===== src/rtl/cpu_phase_sequencer.sv =====
// Five-phase CPU instruction sequencer: one-hot FETCH/DECODE/EXECUTE/MEMORY/WRITEBACK
// phase register with start, halt, single-step, stall, memory-skip and retire counting.
module cpu_phase_sequencer #(
  parameter bit          SkipMemory = 1'b1,
  parameter int unsigned CountWidth = 16
) (
  input  logic                  Clock,
  input  logic                  Reset,
  input  logic                  ClockEnable,
  input  logic                  Run,
  input  logic                  Halt,
  input  logic                  Stall,
  input  logic                  MemRequired,
  output logic                  Phase_Fetch,
  output logic                  Phase_Decode,
  output logic                  Phase_Execute,
  output logic                  Phase_Memory,
  output logic                  Phase_Writeback,
  output logic                  Busy,
  output logic                  InstrDone,
  output logic [CountWidth-1:0] InstrCount
);

  localparam int unsigned NumPhases = 5;

  // State register is the phase vector itself; IDLE is all-zero.
  typedef enum logic [NumPhases-1:0] {
    ST_IDLE      = 5'b00000,
    ST_FETCH     = 5'b00001,
    ST_DECODE    = 5'b00010,
    ST_EXECUTE   = 5'b00100,
    ST_MEMORY    = 5'b01000,
    ST_WRITEBACK = 5'b10000
  } state_e;

  state_e                state_q;
  state_e                state_d;
  logic                  halt_pending_q;
  logic                  halt_pending_d;
  logic [CountWidth-1:0] count_q;
  logic [CountWidth-1:0] count_d;

  // State, pending-halt and retire counter registers.
  always_ff @(posedge Clock) begin
    if (Reset) begin
      state_q        <= ST_IDLE;
      halt_pending_q <= 1'b0;
      count_q        <= '0;
    end else if (ClockEnable) begin
      state_q        <= state_d;
      halt_pending_q <= halt_pending_d;
      count_q        <= count_d;
    end
  end

  // Next-state, pending-halt and counter update.
  always_comb begin
    state_d        = state_q;
    halt_pending_d = halt_pending_q;
    count_d        = count_q;

    unique case (state_q)
      ST_IDLE: begin
        if (Run) state_d = ST_FETCH;
      end
      ST_FETCH: begin
        if (!Stall) state_d = ST_DECODE;
      end
      ST_DECODE: begin
        state_d = ST_EXECUTE;
      end
      ST_EXECUTE: begin
        if (MemRequired || !SkipMemory) state_d = ST_MEMORY;
        else                            state_d = ST_WRITEBACK;
      end
      ST_MEMORY: begin
        if (!Stall) state_d = ST_WRITEBACK;
      end
      ST_WRITEBACK: begin
        count_d = count_q + CountWidth'(1);
        if (halt_pending_q || Halt) state_d = ST_IDLE;
        else                        state_d = ST_FETCH;
      end
      default: begin
        state_d = ST_IDLE;
      end
    endcase

    // A halt seen on any edge that leaves or stays out of IDLE is remembered
    // until the sequencer next enters IDLE (covers the Run+Halt single step).
    if (state_d == ST_IDLE) halt_pending_d = 1'b0;
    else if (Halt)          halt_pending_d = 1'b1;
  end

  // Outputs are taken straight from the registered phase vector and counter.
  always_comb begin
    Phase_Fetch     = state_q[0];
    Phase_Decode    = state_q[1];
    Phase_Execute   = state_q[2];
    Phase_Memory    = state_q[3];
    Phase_Writeback = state_q[4];
    Busy            = |state_q;
    InstrDone       = state_q[4];
    InstrCount      = count_q;
  end

endmodule


===== config.mk =====
export PLATFORM = sky130hd
export DESIGN_NAME = cpu_phase_sequencer
export DESIGN_NICKNAME = d
export VERILOG_FILES = /design/src/rtl/cpu_phase_sequencer.sv
export SDC_FILE = /design/constraint.sdc
export NUM_CORES = 1
export LEC_CHECK = 0
export CORE_MARGIN = 2
export CORE_UTILIZATION = 51
export CTS_CLUSTER_DIAMETER = 60
export CTS_CLUSTER_SIZE = 24
export DETAILED_ROUTE_END_ITERATION = 10
export MAX_ROUTING_LAYER = met4
export PLACE_DENSITY = 0.91
export SYNTH_ARGS = -nofsm -noshare
export SYNTH_HDL_FRONTEND = slang
export SYNTH_SLANG_ARGS = --single-unit

===== constraint.sdc =====
create_clock -name Clock -period 3.96 [get_ports Clock]
set_input_delay 1.188 -clock Clock [delete_from_list [all_inputs] [get_ports Clock]]
set_output_delay 1.188 -clock Clock [all_outputs]
set_load 0.02 [all_outputs]

---- Yosys cells after proc, flatten, opt, wreduce, memory -nomap -nowiden ----
Index checks and enable logic that the tools add are counted.
cells by class
  eq/ne operators ......................... 5
  mux-type cells .......................... 8
  reduce and logical (&&, ||, !) cells .... 7
  add/sub/neg operators ................... 1
operators by type and width
  kind                   count
  $pmux 5 s6             1
  $mux 5                 4
  $add 16x1->16 const B  1
  $logic_not 5->1        2
  $eq 5x1->1 const B     1
  $eq 5x2->1 const B     1
  $eq 5x3->1 const B     1
  $eq 5x4->1 const B     1
  $eq 5x5->1 const B     1
  $reduce_or 5->1        1
  $reduce_and 2->1       2
  $mux 1                 3
  $reduce_bool 2->1      1
  $logic_or 1x1->1       1
storage, ports and cells
  output and inout bits ................... 23
  flip-flop bits (word level) ............. 22
  logic and storage cells ................. 24
  input bits .............................. 7

---- Logic depth before layout (Yosys ltp) ----
Gate-level depths: netlist of run 1.
  word-level depth ........................ 6
  gate-level depth with buffers ........... 5
  mapped depth without buffers ............ 5

---- Worst setup path before layout of run 1 ----
Ideal clock, no wire load.
  path type ............................... reg2out
  start point ............................. register state_q[2]
  end point ............................... output port Busy
  stages on the path, launching flop included .. 4
  slack ................................... 1.726 ns
  buffers on the path ..................... 1
  required time ........................... 2.772 ns
  arrival ................................. 1.046 ns
  cell sequence ........................... dfxtp_1 > clkbuf_1 > nor3_1 > nand2_1
on the way
  cells in the longest elaborated chain, start to end .. 1
RTL lines
  item                    line  text
  start, declared         36    state_e state_q;
  start signal, assigned  50    state_q <= state_d;
  $reduce_or 5->1         102   Busy = |state_q;
  end, declared           19    output logic Busy,
Every way passes these cells.

---- Worst setup path after layout of run 1 ----
Same ends and word-level chain as after synthesis.

==> summary.txt, run 1 <==
Flow run
  – MaxCap Viol Count: 0

Power and ir drop
  – Leak: 0.517 nW
  – VDD IR-drop max: around 0.18 mV
  – Power per cell area: 265 nW/um^2

Final layout
  – Share of cells above drive strength 1: 0.0539
  – Layout overhead on the synthesized area: 28.5%
  – Final Util: 0.687
  – Final nets: 176
  – Fillers: 184
  – Ant. Diodes: 0
  – Cell area after layout: around 1500 um^2
  – Post-route insts no fill: 195

GRT
  – Gr usage total: 0.233
  – First-pass GRT wire length: 4700 um
  – Initial antenna violation count: 0
  – Largest net degree at the start of global routing: 17
  – Overflow after GRT: 0
  – Vias in the first global route: 1132

STA
  – TNS Setup: 0 ps
  – Final clock skew: 11.7 ps
  – Least-Margin Pin Slew: about 580 ps
  – Hold_ws: 491 ps
  – Final Hold Vio Count: 0
  – Slew margin rel.: 0.612
  – Setup violators final: 0
  – Final Critical Period: 2930 ps
  – Final Max Tran Viols: 0
  – Fmax: 0.341 GHz
  – Fin crit share: 0.740
  – RSZ-0062 raised after global routing: no

Critical path
  – Worst reg2reg startpoint: state_q[0]
  – Setup slack, reg-to-reg: about 2000 ps
  – Setup crit end: Busy
  – CP Max Fanout: 9
  – Worst Path Required: approximately 2800 ps
  – Reg2Reg Depth: 4
  – CP startpoint: state_q[2]
  – Nature of the critical path startpoint: flip-flop
  – RR Endpoint: InstrCount[13]
  – Cell Chain, Critical Path: nor3_1 > nand2_1 > clkdlybuf4s50_1
  – Slowest cell on crit path: clkdlybuf4s50_1
  – Worst EP arrival: around 1700 ps
  – Critical setup path kind: reg2out
  – Crit-path max cell delay: 550 ps
  – CP endpoint kind: output pin

Clock network
  – Post-cts hold buffer count: 0
  – PostCTS Resize Cnt: 0
  – CTS buffer count: 3
  – CTS tree: yes
  – Reg clk slew, reported paths: 110 ps
  – Clock Tree Buf Depth: 2
  – Post-CTS Setup Inserts: 0
  – Root buf cell: clkbuf_4
  – CTS sink count: 22
  – Clock latency on the worst-skew pair: 310 ps
  – H-tree Lvls: 1

Route
  – Iter 0 DRT Violations: 44
  – Via count: roughly 1.2k
  – Drt wl/cell: 13.7 um
  – Post-route ant nets: 0
  – Final wirelength: 2670 um
  – Vias/cell: around 5.9
  – Drt drc: 0
  – DR pass1 iterations: 4

Outcome
  – Status: completed

Floorplan
  – Initial Utilization: 0.535
  – Core area: 2190 um^2
  – DIE AREA: 2700 um^2
  – Num ports: 30
  – Die Wd: 51.9 um
  – Placement Rows: 17
  – Die height: between 50 and 60 um

Logic synthesis
  – Post-synth top flop: dfxtp_1
  – Net Count, Synth: 149
  – Mapped cell area: ~1200 um^2
  – Synth area leader: dfxtp_1
  – Share of Yosys cell area claimed by the top area cell type: 0.376
  – Syn Area/Cell: 8.31 um^2
  – Ys Warns: 0
  – Synth unique cells: 38
  – Synth Instances: 141
  – Synth Register Bits: 22
  – EDFF count, synth: 0
  – Ranking of synthesized cells by area: dfxtp_1 38%, nor2_1 4.5%, a21oi_1 4.3%
  – FFs w/ async S/R, synth: 0
  – Seq/Total Area, Yosys: 0.376

Placed design
  – Placed Area: 1470 um^2
  – Port Buf Inserts: 29
  – Hpwl dp: 2010 um
  – Final RePlAce weighted congestion: 0.824
  – # placed instances: 191

Min path
  – Worst hold path type: reg2reg
cells by family (layout without fill, tap and decap cells):
group / Yosys count / count (layout) / synth area share
AOI/OAI and AO/OA: 28 / 28 / 0.146
muxes: 1 / 1 / 0.00855
xor gates and xnor gates: 6 / 6 / 0.0449
and+or+nand+nor: 72 / 72 / 0.374
adders and majority gates: 1 / 1 / 0.0107
buffers and inverters: 11 / 37 / 0.0395
DFF: 22 / 22 / 0.376
synthesized netlist by cell type, drive strengths merged, types with 3 or more instances:
cell and n:
nand3 7, nand2b 6, dfxtp 22, nor2b 4
o31ai 5, a21oi 10, inv 3, nand2 7
o21ai 6, clkbuf 5, nor3 5, buf 3
or4 6, and2 4, or3 3, xnor2 3
nor2 14, nand4 8, and4 3, xor2 3
sequential cells by signal, summed over array words and instances, names as in the netlist:
| name | cells |
|---|---|
| state_q | 5 |
| halt_pending_q | 1 |
| InstrCount | 16 |
layout make-up:
class / count / area (um^2) / share of cell area
inverter: 3 / 11.3 / 0.00748
timing repair buffer: 30 / 298 / 0.198
tap: 28 / 35.0 / 0.0233
sequential: 22 / 440 / 0.293
multi-input combinational: 108 / 684 / 0.455
clock buffer: 4 / 36.3 / 0.0241
cell usage in the layout (no fill, tap or decap), types with 3 or more instances in the layout:
cell type,netlist,final
nand4_1,6,6
and2_1,4,4
or4_1,6,6
o31ai_1,5,5
dfxtp_1,22,22
nor2_1,14,14
inv_1,3,3
xor2_1,3,3
nor2b_1,4,4
clkbuf_4,0,3
and4_1,3,3
nand2_1,7,7
nor3_1,5,5
a21oi_1,10,10
xnor2_1,3,3
clkdlybuf4s50_1,0,29
or3_1,3,3
nand2b_1,6,6
o21ai_0,6,6
nand3_1,7,7
worst min-delay path by stage:
stage | startpoint | to | slack [ps] | depth (start not counted)
2_1_floorplan | halt_pending_q | halt_pending_q | 550 | 3
3_3_place_gp | InstrCount[15] | InstrCount[15] | 460 | 2
3_5_place_dp | InstrCount[15] | InstrCount[15] | 480 | 2
4_1_cts | InstrCount[15] | InstrCount[15] | 490 | 2
5_1_grt | InstrCount[15] | InstrCount[15] | 550 | 2
6_report | InstrCount[15] | InstrCount[15] | 490 | 2
power breakdown:
| group | switching, mW | internal [mW] | total, mW |
|---|---|---|---|
| logic | 0.0230 | 0.0224 | 0.0454 |
| registers | 0.00595 | 0.224 | 0.230 |
| clock network | 0.0677 | 0.0562 | 0.124 |
| total | 0.0967 | 0.303 | 0.399 |
per-layer routing:
layer	GRT usage	routed length (um)	share of wire
met4	0.136	64	0.024
met1	0.246	1090	0.41
met3	0.0287	74	0.028
met2	0.416	1440	0.54
met5	-	0	0
critical path, delay by kind of cell (launching register included):
family	cells	cell delay, ps
buf+inv	1	550
simple gates	2	460
flops	1	420
stage by stage:
step                power [mW]  setup slack, ps
finish                   0.399             1030
detailed placement       0.280              918
floorplan                0.262             1730
global placement         0.279              981
CTS                      0.403             1010
global route             0.414              873
No activity file was read; power rests on OpenSTA's default activity.
==> run 2: changes to the inputs <==
CORE_UTILIZATION = 43   (was 51)
PLACE_DENSITY = 0.82   (was 0.91)
clock period = 2.4 ns   (was 3.96 ns; I/O delays follow)
==> summary.txt, run 2 (synthesis results as in run 1) <==
Critical path
  – CP Max Fanout: 3
  – Slowest cell on crit path: clkdlybuf4s50_1
  – Crit-path max cell delay: 550 ps
  – Worst Path Required: 1680 ps
  – Nature of the critical path startpoint: flip-flop
  – Worst EP arrival: 1560 ps
  – Buf/Inv on CP: 1
  – CP endpoint kind: output pin
  – Cell Chain, Critical Path: nor3_1 > nand2_1 > clkdlybuf4s50_1
  – Critical setup path kind: reg2out
  – Top delay family on crit path: buffers and inverters

Floorplan
  – DIE AREA: 3160 um^2
  – Placement Rows: 18
  – Die Wd: 56.2 um
  – Die height: around 56 um
  – Num ports: 30
  – Core area: about 2500 um^2
  – Initial Utilization: 0.464

Clock network
  – Root buf cell: clkbuf_4
  – Post-CTS Setup Inserts: 0
  – Clock Tree Buf Depth: 2
  – CTS sink count: 22
  – Clock latency on the worst-skew pair: 300 ps
  – H-tree Lvls: 1
  – CTS tree: yes
  – CTS buffer count: 3
  – Reg clk slew, reported paths: 130 ps

Final layout
  – Layout overhead on the synthesized area: 33.4%
  – Ant. Diodes: 0
  – Max FFs per register: 16
  – Cell area after layout: roughly 1600 um^2
  – Final nets: 183
  – Share of cells above drive strength 1: 0.103
  – Final Util: 0.620
  – Post-route insts no fill: 204
  – Commonest non-fill, non-tap cell in the layout: clkdlybuf4s50_1
  – Fillers: 226
  – Most frequent cells in the layout: 29 x clkdlybuf4s50_1, 20 x dfxtp_1, 14 x nor2_1

STA
  – Fin crit share: 0.950
  – Fmax: 0.439 GHz
  – Hold_ws: 508 ps
  – Slew margin rel.: 0.750
  – Setup ws final: approximately 120 ps
  – TNS Setup: 0 ps
  – Final Max Tran Viols: 0
  – Final Hold Vio Count: 0
  – Least-Margin Pin Slew: 370 ps
  – RSZ-0062 raised after global routing: no
  – Final clock skew: 2.82 ps
  – Setup violators final: 0
  – Final Critical Period: 2280 ps

Outcome
  – Status: completed

Placed design
  – # placed instances: 200
  – Hpwl dp: 2100 um
  – Final RePlAce weighted congestion: between 0.7 and 0.8
  – Placed Area: 1520 um^2
  – Worst slack, placed: 53.3 ps
  – Port Buf Inserts: 29

Route
  – Iter 0 DRT Violations: 12
  – Vias/cell: between 5 and 6
  – DR pass1 iterations: 5
  – Via count: 1153
  – Drt wl/cell: around 14 um
  – Post-route ant nets: 0
  – Final wirelength: 2790 um
  – Drt drc: 0

GRT
  – Largest net degree at the start of global routing: 13
  – Gr usage total: 0.187
  – Initial antenna violation count: 0
  – First-pass GRT wire length: 4640 um
  – Overflow after GRT: 0
  – Vias in the first global route: 1093

Power and ir drop
  – Leak: roughly 0.55 nW
  – Power per cell area: 428 nW/um^2
  – VDD IR-drop max: 0.303 mV
  – Design Power: 668 uW

Min path
  – Worst hold path type: reg2reg

Flow run
  – MaxCap Viol Count: 0
-- run 2: tightest hold or removal path: stages, from the launching register on --
cell,delay [ps]
dfxtp_1,340
o31ai_1,70
a21oi_1,60
-- run 2: cell type report --
type                            count  area [um^2]  area share
Tap cell                           30         37.5      0.0240
Clock buffer                        4         36.3      0.0232
Inverter                            3         11.3     0.00721
Timing Repair Buffer               37          350       0.224
Multi-Input combinational cell    108          684       0.438
Sequential cell                    22          443       0.283
-- run 2: worst paths after layout --
kind | slack [ps] | to | cells after the start | from
min | 510 | InstrCount[15] | 2 | InstrCount[15]
max | 120 | Busy | 3 | state_q[2]
max reg2reg | 610 | InstrCount[14] | 6 | state_q[2]
min reg2reg | 510 | InstrCount[15] | 2 | InstrCount[15]
-- run 2: layer usage --
metal | up-vias | routed length [um] | global-route usage
met4 | 0 | 27 | 0.0884
met1 | 547 | 1250 | 0.212
met2 | 27 | 1430 | 0.326
li1 | 577 | - | -
met3 | 2 | 78 | 0.0233
met5 | - | 0 | -
-- run 2: timing repair --
item | in CTS | in global routing
hold buffers | 0 | 0
endpoints found under the setup margin | 0 | 1
resized for setup | 0 | 2
-- run 2: report_power, final --
part           leakage, nW  switching, mW  internal, mW
clock               0.0210          0.114        0.0925
combinational        0.354         0.0423        0.0422
sequential           0.179        0.00760         0.370
==> run 3: changes to the inputs <==
GPL_TIMING_DRIVEN = 0   (was not set)
clock period = 1.85 ns   (was 2.4 ns; I/O delays follow)
==> summary.txt, run 3 (synthesis results as in run 1) <==
Outcome
  – Status: completed

GRT
  – M3 GR Usage: 0.0256
  – Gr usage total: 0.192
  – Initial antenna violation count: 0
  – Largest net degree at the start of global routing: 13
  – Global-route met2 utilization: 0.338
  – First-pass GRT wire length: 4730 um
  – Vias in the first global route: 1122
  – Overflow after GRT: 0
  – GRT busiest layer: met2
  – GR Layer Usage met1: 0.210

Critical path
  – Worst reg2reg startpoint: state_q[1]
  – Worst Path Required: between 1000 and 1500 ps
  – CP startpoint: state_q[4]
  – CP Max Fanout: 10
  – Worst EP arrival: ~1300 ps
  – Slowest cell on crit path: dfxtp_2
  – Setup crit end: Busy
  – RR Endpoint: InstrCount[15]
  – Setup slack, reg-to-reg: 90 ps
  – Crit-path max cell delay: roughly 360 ps
  – Critical setup path kind: reg2out
  – Cell Chain, Critical Path: buf_6 > nor3_4 > nand2_1 > buf_2
  – CP endpoint kind: output pin
  – Reg2Reg Depth: 6
  – Nature of the critical path startpoint: flip-flop

Floorplan
  – Placement Rows: 18
  – DIE AREA: 3160 um^2
  – Core area: approximately 2500 um^2
  – Die height: around 56 um
  – Num ports: 30
  – Initial Utilization: 0.464
  – Die Wd: 56.2 um

Clock network
  – Clock Tree Buf Depth: 2
  – Reg clk slew, reported paths: roughly 120 ps
  – H-tree Lvls: 1
  – CTS tree: yes
  – Clock latency on the worst-skew pair: about 320 ps
  – CTS buffer count: 3
  – Root buf cell: clkbuf_4
  – CTS sink count: 22

STA
  – Setup violators final: 0
  – Final Hold Vio Count: 0
  – TNS Setup: 0 ps
  – Final clock skew: 1.78 ps
  – Fmax: 0.552 GHz
  – Final Max Tran Viols: 0
  – Slew margin rel.: 0.696
  – Final Critical Period: approximately 1800 ps
  – Least-Margin Pin Slew: 456 ps
  – Fin crit share: 0.978

Placed design
  – Final RePlAce weighted congestion: 0.825
  – Hpwl dp: 2060 um
  – Port Buf Inserts: 29

Route
  – Vias/cell: 5.71
  – Post-route ant nets: 0
  – Final wirelength: 2870 um
  – Drt wl/cell: 13.9 um
  – Iter 0 DRT Violations: 32
  – DR pass1 iterations: 4
  – Via count: 1181
  – Drt drc: 0

Final layout
  – Multi-input gate area: 709 um^2
  – Commonest non-fill, non-tap cell in the layout: dfxtp_1
  – Max FFs per register: 16
  – Fillers: 236
  – Most frequent cells in the layout: 20 x dfxtp_1, 19 x dlygate4sd2_1, 14 x nor2_1
  – Ant. Diodes: 0
  – Layout overhead on the synthesized area: 35.1%
  – Storage element area: 443 um^2
  – Share of cells above drive strength 1: 0.130
  – Final Util: 0.627
  – Final nets: about 190

Min path
  – Worst hold path type: reg2reg

Power and ir drop
  – Leak: roughly 0.71 nW
  – Clock power frac: 0.313
  – Int Pwr: 656 uW
  – Seq pwr share: 0.550
  – Power per cell area: 558 nW/um^2
  – Gate power share: 0.136
  – Switching Power: 227 uW
  – VDD IR-drop max: 0.385 mV
  – Switching share of power: 0.257

Flow run
  – MaxCap Viol Count: 0
## run 3: cell count changes in the layout (fill, tap and decap cells not counted), moves of 2 or more
cell / before / now
clkdlybuf4s50_1: 29 / 5
clkbuf_1: 0 / 2
dlymetal6s2s_1: 0 / 4
clkbuf_4: 3 / 5
buf_4: 8 / 4
dlygate4sd2_1: 0 / 19
buf_2: 0 / 3
## run 3: metal layers
metal	part of all wire	routed length (um)
met1	0.44	1260
met3	0.041	117
met2	0.50	1430
met5	0	0
met4	0.022	63
## run 3: critical path: cells and delay by family, from the launching register on
family / cells / cell delay [ps]
buf+inv: 2 / 300
flops: 1 / 360
simple gates: 2 / 270
## run 3: cell type report
class                   instances  area share
multi-input cells             108       0.448
flip-flops and latches         22       0.280
repair buffers                 32       0.186
plain buffers                   8      0.0324
well taps                      30      0.0237
clock buffers                   4      0.0229
inverters                       3     0.00711
## run 3: per-stage QoR
step	hold slack (ps)	power, mW	setup slack, ps	instance area (um^2)	std cells
after floorplan	548	0.560	9.58	1170	141
after global placement	460	0.603	-411	1500	200
after detailed placement	479	0.607	-441	1500	200
after CTS	497	0.882	-90.1	1560	206
after global routing	531	0.917	-6.33	1580	207
final	502	0.882	40.0	1580	207
## run 3: how the worst min path moves through the flow
stage,start,to,slack [ps],cells past startpoint
6_report,InstrCount[15],InstrCount[15],500,2
5_1_grt,InstrCount[15],InstrCount[15],530,2
4_1_cts,InstrCount[15],InstrCount[15],500,2
3_5_place_dp,InstrCount[15],InstrCount[15],480,2
3_3_place_gp,InstrCount[15],InstrCount[15],460,2
2_1_floorplan,halt_pending_q,halt_pending_q,550,3
## run 3: what timing repair did
item	4_1_cts	5_1_grt
hold buffers	0	0
setup buffers	2	1
endpoints found under the setup margin	34	8
pin swaps	1	1
gates resized for setup	32	14
## run 3: power by group through the flow
stage               Clock [mW]  Sequential, mW  Combinational [mW]
floorplan                    0           0.500              0.0600
global placement             0           0.496               0.107
detailed placement           0           0.496               0.111
CTS                      0.280           0.485               0.116
global route             0.301           0.487               0.129
finish                   0.277           0.486               0.120
